File: config.mk
export PLATFORM = sky130hd
export DESIGN_NAME = display_scan_scheduler
export DESIGN_NICKNAME = d
export VERILOG_FILES = /design/src/rtl/display_scan_scheduler.sv
export SDC_FILE = /design/constraint.sdc
export NUM_CORES = 1
export LEC_CHECK = 0
export CAP_MARGIN = 20
export CORE_MARGIN = 2
export CORE_UTILIZATION = 30
export CTS_BUF_LIST = sky130_fd_sc_hd__clkbuf_16
export CTS_CLUSTER_DIAMETER = 200
export DETAILED_ROUTE_END_ITERATION = 6
export GPL_TIMING_DRIVEN = 0
export PLACE_DENSITY = 0.59
export SYNTH_ARGS = -nofsm -noshare
export SYNTH_HDL_FRONTEND = slang
export SYNTH_SLANG_ARGS = --single-unit
File: constraint.sdc
create_clock -name clk -period 2.3 [get_ports clk]
set_input_delay 0.46 -clock clk [delete_from_list [all_inputs] [get_ports clk]]
set_output_delay 0.46 -clock clk [all_outputs]
set_load 0.005 [all_outputs]
File: src/rtl/display_scan_scheduler.sv
// Scan scheduler for NDIG common-anode digits sharing one hex-to-7-segment decoder.
// Each digit dwell is a blanking gap followed by 16 PWM slots split between lit and dark.
module display_scan_scheduler #(
    parameter int NDIG      = 2,
    parameter int SLOT_CYC  = 1500,
    parameter int BLANK_CYC = 480
) (
    input  logic                      clk,
    input  logic                      reset,
    input  logic                      en,
    input  logic [NDIG-1:0]           digit_en,
    input  logic [3:0]                bright,
    input  logic [4*NDIG-1:0]         data,
    output logic [3:0]                nib_sel,
    input  logic [6:0]                seg_in,
    output logic [6:0]                seg_out,
    output logic [NDIG-1:0]           an_n,
    output logic [$clog2(NDIG)-1:0]   digit_idx,
    output logic                      frame_done
);

    localparam int IW   = $clog2(NDIG);
    localparam int MAXC = (SLOT_CYC > BLANK_CYC) ? SLOT_CYC : BLANK_CYC;
    localparam int CW   = $clog2(MAXC + 1);
    localparam logic [6:0] SEG_BLANK = 7'h7F;

    typedef enum logic [1:0] {IDLE, BLANK, ON, OFF} state_t;

    state_t            state_r, state_s;
    logic [CW-1:0]     cyc_r, cyc_s;
    logic [3:0]        slot_r, slot_s;
    logic [3:0]        bright_r, bright_s;
    logic [IW-1:0]     idx_r, idx_s;
    logic [3:0]        nib_r, nib_s;
    logic [6:0]        seg_r, seg_s;
    logic [NDIG-1:0]   an_r, an_s;
    logic              frame_r, frame_s;
    logic [IW:0]       nxt_s;
    logic              slot_end_s;

    function automatic logic [IW-1:0] lowest_enabled(input logic [NDIG-1:0] en_v);
        logic [IW-1:0] r;
        r = '0;
        for (int i = NDIG - 1; i >= 0; i--) begin
            if (en_v[i]) r = IW'(i);
            else         r = r;
        end
        return r;
    endfunction

    // Returns {found, index}: first enabled digit above cur, wrapping back onto cur itself.
    function automatic logic [IW:0] next_enabled(input logic [NDIG-1:0] en_v,
                                                 input logic [IW-1:0]   cur);
        logic [IW:0]   r;
        logic [IW-1:0] k;
        r = '0;
        for (int i = NDIG; i >= 1; i--) begin
            k = IW'((int'(cur) + i) % NDIG);
            if (en_v[k]) r = {1'b1, k};
            else         r = r;
        end
        return r;
    endfunction

    function automatic logic [3:0] pick_nibble(input logic [4*NDIG-1:0] d,
                                               input logic [IW-1:0]     k);
        logic [3:0] r;
        r = 4'd0;
        for (int j = 0; j < NDIG; j++) begin
            if (IW'(j) == k) r = d[4*j +: 4];
            else             r = r;
        end
        return r;
    endfunction

    assign slot_end_s = (cyc_r == CW'(SLOT_CYC - 1));

    // Next-state and next-output computation for the scan FSM.
    always_comb begin
        state_s  = state_r;
        cyc_s    = cyc_r + CW'(1);
        slot_s   = slot_r;
        bright_s = bright_r;
        idx_s    = idx_r;
        nib_s    = nib_r;
        seg_s    = seg_r;
        frame_s  = 1'b0;
        an_s     = {NDIG{1'b1}};
        nxt_s    = next_enabled(digit_en, idx_r);
        if (!en) begin
            state_s = IDLE;
            cyc_s   = '0;
            slot_s  = 4'd0;
            seg_s   = SEG_BLANK;
        end else begin
            case (state_r)
                IDLE: begin
                    cyc_s  = '0;
                    slot_s = 4'd0;
                    seg_s  = SEG_BLANK;
                    if (|digit_en) begin
                        state_s = BLANK;
                        idx_s   = lowest_enabled(digit_en);
                        nib_s   = pick_nibble(data, idx_s);
                    end else begin
                        state_s = IDLE;
                    end
                end
                BLANK: begin
                    nib_s = pick_nibble(data, idx_r);
                    if (cyc_r == CW'(BLANK_CYC - 1)) begin
                        cyc_s    = '0;
                        slot_s   = 4'd0;
                        bright_s = bright;
                        if (bright != 4'd0) begin
                            state_s = ON;
                            seg_s   = seg_in;
                        end else begin
                            state_s = OFF;
                            seg_s   = SEG_BLANK;
                        end
                    end else begin
                        state_s = BLANK;
                    end
                end
                ON: begin
                    if (slot_end_s) begin
                        cyc_s = '0;
                        if (slot_r == bright_r - 4'd1) begin
                            state_s = OFF;
                            slot_s  = 4'd0;
                            seg_s   = SEG_BLANK;
                        end else begin
                            slot_s = slot_r + 4'd1;
                        end
                    end else begin
                        slot_s = slot_r;
                    end
                end
                OFF: begin
                    if (slot_end_s) begin
                        cyc_s = '0;
                        if (slot_r == 4'd15 - bright_r) begin
                            slot_s = 4'd0;
                            if (nxt_s[IW]) begin
                                state_s = BLANK;
                                idx_s   = nxt_s[IW-1:0];
                                nib_s   = pick_nibble(data, idx_s);
                                frame_s = (idx_s <= idx_r) ? 1'b1 : 1'b0;
                            end else begin
                                state_s = IDLE;
                            end
                        end else begin
                            slot_s = slot_r + 4'd1;
                        end
                    end else begin
                        slot_s = slot_r;
                    end
                end
                default: begin
                    state_s = IDLE;
                    cyc_s   = '0;
                    slot_s  = 4'd0;
                    seg_s   = SEG_BLANK;
                end
            endcase
        end
        // Anode decode follows the next state so the lit window lines up with ON exactly.
        if (state_s == ON) begin
            an_s = ~({{(NDIG-1){1'b0}}, 1'b1} << idx_s);
        end else begin
            an_s = {NDIG{1'b1}};
        end
    end

    // State and output registers; reset blanks the anodes asynchronously.
    always_ff @(posedge clk or posedge reset) begin
        if (reset) begin
            state_r  <= IDLE;
            cyc_r    <= '0;
            slot_r   <= 4'd0;
            bright_r <= 4'd0;
            idx_r    <= '0;
            nib_r    <= 4'd0;
            seg_r    <= SEG_BLANK;
            an_r     <= {NDIG{1'b1}};
            frame_r  <= 1'b0;
        end else begin
            state_r  <= state_s;
            cyc_r    <= cyc_s;
            slot_r   <= slot_s;
            bright_r <= bright_s;
            idx_r    <= idx_s;
            nib_r    <= nib_s;
            seg_r    <= seg_s;
            an_r     <= an_s;
            frame_r  <= frame_s;
        end
    end

    assign nib_sel    = nib_r;
    assign seg_out    = seg_r;
    assign an_n       = an_r;
    assign digit_idx  = idx_r;
    assign frame_done = frame_r;

endmodule

==> results of run 1 <==
[cells in the mapped netlist (all sizes together) (2+ instances only)]
| cell | count |
|---|---|
| o22ai | 2 |
| and3 | 5 |
| mux2i | 12 |
| nand2 | 19 |
| nor2b | 10 |
| a222oi | 4 |
| and3b | 2 |
| inv | 14 |
| nand3 | 7 |
| dfrtp | 27 |
| nor3b | 4 |
| a22o | 2 |
| xor2 | 7 |
| dfstp | 9 |
| ha | 8 |
| nor2 | 23 |
| clkbuf | 5 |
| nor3 | 5 |
| o21ai | 9 |
| mux2 | 6 |
| a31oi | 2 |
| xnor2 | 9 |
| a21oi | 3 |
| and4bb | 2 |
[area by class of cell]
class / instances / area, µm²
Inverter: 14 / 52.6
Clock buffer: 5 / 125
Sequential cell: 36 / 912
Buffer: 6 / 27.5
Multi-Input combinational cell: 162 / 1190
Timing Repair Buffer: 37 / 370
Tap cell: 96 / 120
Fill cell: 712 / 4070
Clock inverter: 3 / 42.5
[worst reg2reg max path: cells and delay by family (launching register included)]
family,cells,cell delay [ps]
adder cells (fa/ha/maj),1,150
AO/OA/AOI/OAI,3,710
AND/OR/NAND/NOR,2,260
flip-flops,1,400
buffers and inverters,2,470
[through the flow]
stage / hold WS [ps] / utilization, % / instance area (µm²)
floorplan: 424 / - / 2170
global placement: 448 / 38.5 / 2660
detailed placement: 446 / 38.5 / 2660
CTS: 464 / 40.9 / 2830
global route: 480 / 41.1 / 2840
finish: 460 / 41.1 / 2840
[layer usage]
layer | global-route usage, % | share of wire (%)
met1 | 16.5 | 48
met4 | 4.88 | 1.4
met3 | 3.32 | 4.3
met5 | 0 | 0
met2 | 20.4 | 47
[sequential cells by signal, indices dropped and copies added (netlist names)]
name	count
an_n	2
state_r	2
cyc_r	11
slot_r	4
bright_r	4
nib_sel	4
seg_out	7
digit_idx	1
frame_done	1
[final timing paths]
check,startpoint,to,slack [ps],cells past startpoint
worst max-delay path,state_r[1],slot_r[3],200,8
worst min-delay path,cyc_r[0],cyc_r[0],460,1
worst max register to register,state_r[1],slot_r[3],200,8
worst min register to register,cyc_r[0],cyc_r[0],460,1
max in group asynchronous,reset,bright_r[1],1170,2
min in group asynchronous,reset,cyc_r[9],640,2
[power by group]
| part | switching, mW | internal, mW |
|---|---|---|
| Combinational | 0.104 | 0.130 |
| Sequential | 0.0168 | 0.663 |
| Clock | 0.266 | 0.509 |
| Total | 0.387 | 1.30 |
[kinds of logic (layout without fill, tap and decap cells)]
logic type / after synthesis / count (layout)
flops: 36 / 36
fa+ha+maj: 8 / 8
buf+inv: 20 / 65
mux: 18 / 18
xor+xnor: 16 / 16
compound gates: 33 / 33
simple gates: 87 / 87
==> flow_summary.yaml, run 1 <==
final_layout:
  final_common_cell: "clkdlybuf4s50_1"
  drive_gt1_share_pct: 13.7
  final_cell_mix: "37 x clkdlybuf4s50_1, 27 x dfrtp_1, 23 x nor2_1"
  nets: 294
  areaGrowthSynthToFinish_pct: 30.9
  finalNonFillerCells: 359
  diodes: 0
detailed_routing:
  drtPass1Iterations: 4
  vias_per_cell: 4.80
  drt_iter0_markers: 65
  wl_per_cell_um: 12.7
  drcViolationCount: 0
  wirelength_um: 4580
  ant_nets: 0
  vias: 1723
grt:
  antenna_found_initial: 0
  grt_max_degree: 37
  grt_usage_pct: 12.7
  grt_pass1_wl_um: 7760
  grt_pass1_vias: 1699
  gr-total-overflow: 0
floorplanning:
  die-height_um: 89.0
  core-area_um2: 6910
  dieArea_um2: 7920
  start_util_pct: 31.4
  fp-row-count: 30
  io_pins: 39
  die_x_um: 89.0
cts:
  clk_path_buf_depth: 2
  clock_sinks: 36
  cts-resized-gates: 0
  cts_buffers: 5
  cts_tree: "done"
  cts_setup_buffers: 0
  cts_max_level: 2
  cts.clk_slew.worst_paths_ps: 60
  cts_root_buf: "clkbuf_16"
  clk_latency_ps: 280
  cts_hold_buf: 0
worst_setup_path:
  end_kind: "flip-flop"
  max_stage_delay_ps: 400
  path_max_fanout: 10
  criticalPathCategory: "flip-flop to flip-flop"
  start_kind: "flip-flop"
  worst_ep_required_time_ps: 2470
  cp_cell_sequence: "inv_1 -> ha_1 -> clkbuf_1 -> nand2_1 -> o22ai_1 -> nor3_1 -> a21o_1 -> a22o_1"
  crit_buf_inv: 2
  cp_slowest_cell: "dfrtp_1"
  cp_top_family: "compound AO/OA/AOI/OAI gates"
  crit_arrival_ps: 2270
placement:
  dp_cells: 351
  io_buffers: 37
  place_ws_ps: -39.9
  dp_hpwl_um: 3390
  gp_congestion: 0.800
timing:
  worst_pin_slew_ps: 761
  fin_crit_sh_pct: 91.2
  slew_headroom_pct: 49.2
  finalSetupViolCount: 0
  fin_crit_ps: 2100
  hold_violations: 0
  fmax_mhz: 477
  timing.final.ws_setup_ps: 203
  rsz0062_at_grt: "no"
  fin_skew_ps: 5.07
  fin_setup_tns_ps: 0
  drv_slew: 0
synth:
  synth_top_family_by_area: "simple AND/OR/NAND/NOR gates"
  yosysTopAreaCell: "dfrtp_1"
  synthAdderAreaFrac_pct: 4.62
  synth_area_per_cell_um2: 9.94
  synth_area_um2: 2170
  yosysTopAreaCellShare_pct: 31.2
  synthSimpleGateAreaFrac_pct: 22.9
  synth_seq_area_share_pct: 42.1
  yosysWarnings: 0
  ys_seq_elements: 36
  synth.distinct_cells: 51
  synth_edf_count: 0
  ys_top_cells_by_area: "dfrtp_1 31%, dfstp_2 11%, mux2i_1 5.5%, ha_1 4.6%, nor2_1 4.0%"
  synth_compound_area_share_pct: 11.7
  syn_nets: 250
  synthFlopType: "dfrtp_1"
  synthCells: 218
  async_flop_share_pct: 100
  synth-xor-area-share_pct: 6.47
  post_synth_mux_area_share_pct: 8.66
power:
  peakVddDrop_uv: 229
  total_leakage_power_nw: 1.20
  power_mw: 1.69
  power_density_nw_per_um2: 595
status:
  status: "finished clean"
run:
  cap_viol_max_count: 0
hold_path:
  hold_path.class: "flip-flop to flip-flop"
Power figures use the tool's default switching activity.
==> inputs of run 2 (changes only) <==
Settings changed: SETUP_SLACK_MARGIN from default to 0.15.
==> flow_summary.yaml, run 2 (synthesized netlist as in run 1, its figures left out) <==
floorplanning:
  core-area_um2: 6910
  io_pins: 39
  die_x_um: 89.0
  fp-row-count: 30
  dieArea_um2: 7920
  die-height_um: 89.0
  start_util_pct: 31.4
worst_setup_path:
  start_kind: "flip-flop"
  path_max_fanout: 8
  crit_arrival_ps: 2200
  end_kind: "flip-flop"
  worst_ep_required_time_ps: 2510
  rr_startpoint: "state_r[0]"
  reg2reg_depth: 9
  crit_start: "state_r[0]"
  criticalPathCategory: "flip-flop to flip-flop"
detailed_routing:
  drcViolationCount: 0
  drtPass1Iterations: 4
  drt_iter0_markers: 63
  vias_per_cell: 4.84
  ant_nets: 0
  wirelength_um: 4620
  wl_per_cell_um: 12.8
  vias: 1741
timing:
  worst_pin_slew_ps: 754
  fin_crit_sh_pct: 86.5
  slew_headroom_pct: 49.6
  fin_skew_ps: 6.36
  drv_slew: 0
  rsz0062_at_grt: "no"
  hold_ws_ps: 460
  fmax_mhz: 502
  fin_crit_ps: 1990
  finalSetupViolCount: 0
  timing.final.ws_setup_ps: 310
  hold_violations: 0
power:
  intPower_mw: 1.31
  p_sw_share_pct: 22.9
  power_density_nw_per_um2: 592
  total_leakage_power_nw: 1.22
  seq_power_share_pct: 40.0
  p_comb_share_pct: 14.4
  power_mw: 1.70
  clock_power_share_pct: 45.5
  peakVddDrop_uv: 219
  switchingPower_mw: 0.389
final_layout:
  areaGrowthSynthToFinish_pct: 32.6
  largest_reg_flops: 11
  fin_util_pct: 41.6
  final_area_um2: 2870
  top_register: "cyc_r"
  final_cell_mix: "37 x clkdlybuf4s50_1, 27 x dfrtp_1, 23 x nor2_1"
  nFillCells: 711
  final_common_cell: "clkdlybuf4s50_1"
  drive_gt1_share_pct: 15.5
  nets: 295
  diodes: 0
grt:
  gr-usage-met2_pct: 20.4
  grt_usage_pct: 12.7
  grt_pass1_wl_um: 7760
  grt_max_degree: 37
  grtUsageMet1_pct: 16.5
  top_usage_layer: "met2"
  grt_pass1_vias: 1699
  gr-total-overflow: 0
  use_met3_pct: 3.32
  antenna_found_initial: 0
hold_path:
  holdPathStages: 1
  min_from: "cyc_r[0]"
  hold_path.class: "flip-flop to flip-flop"
run:
  cap_viol_max_count: 0
cts:
  cts_max_level: 2
  cts_hold_buf: 0
  clock_sinks: 36
  clk_latency_ps: 280
  cts_buffers: 5
  cts_root_buf: "clkbuf_16"
  cts.clk_slew.worst_paths_ps: 60
  clk_path_buf_depth: 2
  cts_tree: "done"
placement:
  place_ws_ps: -39.9
  post_dp_cell_area_um2: 2660
  gp_congestion: 0.800
  dp_hpwl_um: 3390
  io_buffers: 37
status:
  status: "finished clean"
-- run 2: power groups by stage --
stage	registers, mW	clock network (mW)	logic [mW]
2_1_floorplan	0.690	0	0.119
3_3_place_gp	0.690	0	0.233
3_5_place_dp	0.691	0	0.234
4_1_cts	0.680	0.792	0.236
5_1_grt	0.684	0.816	0.271
6_report	0.680	0.774	0.245
-- run 2: timing repair --
action / in CTS / in global routing
buffers inserted: 0 / 1
endpoints found under the setup margin: 8 / 15
gates resized for setup: 1 / 9
hold endpoints to repair: 0 / 0
pin swaps: 0 / 1
-- run 2: stage by stage --
step	instances	TNS, ps
CTS	359	0
detailed placement	351	-53.4
floorplan	218	0
finish	360	0
global route	360	0
global placement	351	-82.4
-- run 2: metal layers --
| metal | wire (µm) | vias to the layer above | part of all wire [%] |
|---|---|---|---|
| met5 | 0 | - | 0 |
| met4 | 82 | 0 | 1.8 |
| met3 | 190 | 8 | 4.1 |
| met2 | 2120 | 32 | 46 |
| met1 | 2230 | 843 | 48 |
| li1 | - | 858 | - |
-- run 2: worst max-delay path, stage by stage, from the launching register on --
cell,delay (ps)
dfrtp_1,420
inv_1,140
ha_2,290
inv_1,120
nor3_1,200
a31oi_1,90
nor3b_2,260
o21ai_4,100
buf_12,150
mux2i_1,150
-- run 2: area by class of cell --
| cell class | instances | area (µm²) | share of cell area (%) |
|---|---|---|---|
| multi-input cells | 162 | 1200 | 41.8 |
| flip-flops and latches | 36 | 912 | 31.8 |
| repair buffers | 38 | 390 | 13.6 |
| clock buffers | 5 | 125 | 4.36 |
| well taps | 96 | 120 | 4.18 |
| inverters | 14 | 52.6 | 1.83 |
| clock inverters | 3 | 42.5 | 1.48 |
| plain buffers | 6 | 28.8 | 1.00 |
-- run 2: final timing paths --
check	end	slack, ps
min in group asynchronous	cyc_r[9]	640
worst min-delay path	cyc_r[0]	460
max in group asynchronous	bright_r[1]	1180
worst max-delay path	seg_out[0]	310
worst min register to register	cyc_r[0]	460
worst max register to register	seg_out[0]	310
==> inputs of run 3 (changes only) <==
Settings changed: GPL_TIMING_DRIVEN 0 to default, SLEW_MARGIN from default to 20.
==> flow_summary.yaml, run 3 (synthesized netlist as in run 1, its figures left out) <==
cts:
  clock_sinks: 36
  cts_root_buf: "clkbuf_16"
  clk_latency_ps: 280
  cts_tree: "done"
  cts_buffers: 5
  cts_max_level: 2
  cts.clk_slew.worst_paths_ps: 60
  clk_path_buf_depth: 2
  cts_hold_buf: 0
grt:
  antenna_found_initial: 0
  grt_pass1_wl_um: 7790
  grt_pass1_vias: 1658
  gr-total-overflow: 0
  grt_usage_pct: 12.5
  grt_max_degree: 37
placement:
  gp_congestion: 0.808
  place_ws_ps: 51.0
  dp_cells: 352
  dp_hpwl_um: 3490
  io_buffers: 38
detailed_routing:
  vias: 1711
  vias_per_cell: 4.71
  wirelength_um: 4710
  drcViolationCount: 0
  drtPass1Iterations: 5
  drt_iter0_markers: 94
  wl_per_cell_um: 13.0
  ant_nets: 0
timing:
  slew_headroom_pct: 66.7
  fmax_mhz: 508
  fin_crit_sh_pct: 85.6
  finalSetupViolCount: 0
  drv_slew: 0
  rsz0062_at_grt: "no"
  fin_skew_ps: 3.82
  timing.final.ws_setup_ps: 331
  fin_crit_ps: 1970
  worst_pin_slew_ps: 495
  fin_setup_tns_ps: 0
  hold_ws_ps: 455
  hold_violations: 0
worst_setup_path:
  worst_ep_required_time_ps: 2500
  path_max_fanout: 8
  ff2ff_setup_slack_ps: 330
  crit_arrival_ps: 2170
  r2r_end: "seg_out[2]"
  end_kind: "flip-flop"
  start_kind: "flip-flop"
  rr_startpoint: "state_r[0]"
  reg2reg_depth: 9
  criticalPathCategory: "flip-flop to flip-flop"
floorplanning:
  dieArea_um2: 7920
  fp-row-count: 30
  die-height_um: 89.0
  die_x_um: 89.0
  start_util_pct: 31.4
  core-area_um2: 6910
  io_pins: 39
power:
  power_density_nw_per_um2: 581
  power_mw: 1.70
  total_leakage_power_nw: 1.26
  peakVddDrop_uv: 274
final_layout:
  diodes: 0
  nets: 298
  finalNonFillerCells: 363
  areaGrowthSynthToFinish_pct: 34.9
  largest_reg_flops: 11
  top_register: "cyc_r"
  drive_gt1_share_pct: 16.5
  final_cell_mix: "38 x clkdlybuf4s50_1, 27 x dfrtp_1, 23 x nor2_1"
  final_common_cell: "clkdlybuf4s50_1"
hold_path:
  hold_path_end: "cyc_r[0]"
  min_from: "cyc_r[0]"
  hold_path.class: "flip-flop to flip-flop"
  holdPathStages: 1
status:
  status: "finished clean"
run:
  cap_viol_max_count: 0
[run 3: critical path, cell delays in order, from the launching register on]
cell and delay [ps]:
dfrtp_1 430, inv_1 150, ha_4 220, inv_1 130, nor3_1 70, a31oi_1 290, o22ai_1 170, o21ai_4 100
buf_12 140, mux2i_1 190
[run 3: layout make-up]
class / instances / area [µm²]
inverter: 14 / 52.6
multi-input combinational: 162 / 1210
clock inverter: 3 / 42.5
sequential: 36 / 912
tap: 96 / 120
timing repair buffer: 47 / 460
fill: 695 / 3980
clock buffer: 5 / 125
[run 3: per-layer routing]
metal / GRT usage (%) / up-vias / wire length (µm)
li1: - / 862 / -
met1: 16.5 / 814 / 2310
met2: 20.6 / 30 / 2170
met3: 3.14 / 5 / 175
met4: 3.26 / 0 / 50
met5: 0 / - / 0
[run 3: worst max path at each step]
| stage | from | slack, ps | to | cells after the start |
|---|---|---|---|---|
| after global placement | digit_en[1] | 130 | nib_sel[3] | 6 |
| after global routing | cyc_r[0] | 160 | nib_sel[1] | 7 |
| final | state_r[0] | 330 | seg_out[2] | 9 |
| after detailed placement | digit_en[0] | 50 | nib_sel[3] | 5 |
| after CTS | state_r[0] | 160 | nib_sel[3] | 4 |
| after floorplan | state_r[1] | 520 | slot_r[3] | 8 |
[run 3: what timing repair did]
item | in CTS | in global routing
resized for setup | 0 | 6
setup endpoints to repair | 0 | 11
setup buffers | 0 | 3
[run 3: stage by stage]
step                utilization [%]  cell area (µm²)
floorplan                         -             2170
global placement               38.9             2690
detailed placement             38.9             2690
CTS                            41.3             2850
global route                   42.3             2920
finish                         42.3             2920
[run 3: where the power goes]
part           total (mW)  internal, mW  switching, mW  leakage, nW
Combinational       0.252         0.144          0.108        0.731
Clock               0.766         0.509          0.258       0.0798
Sequential          0.680         0.663         0.0175        0.451
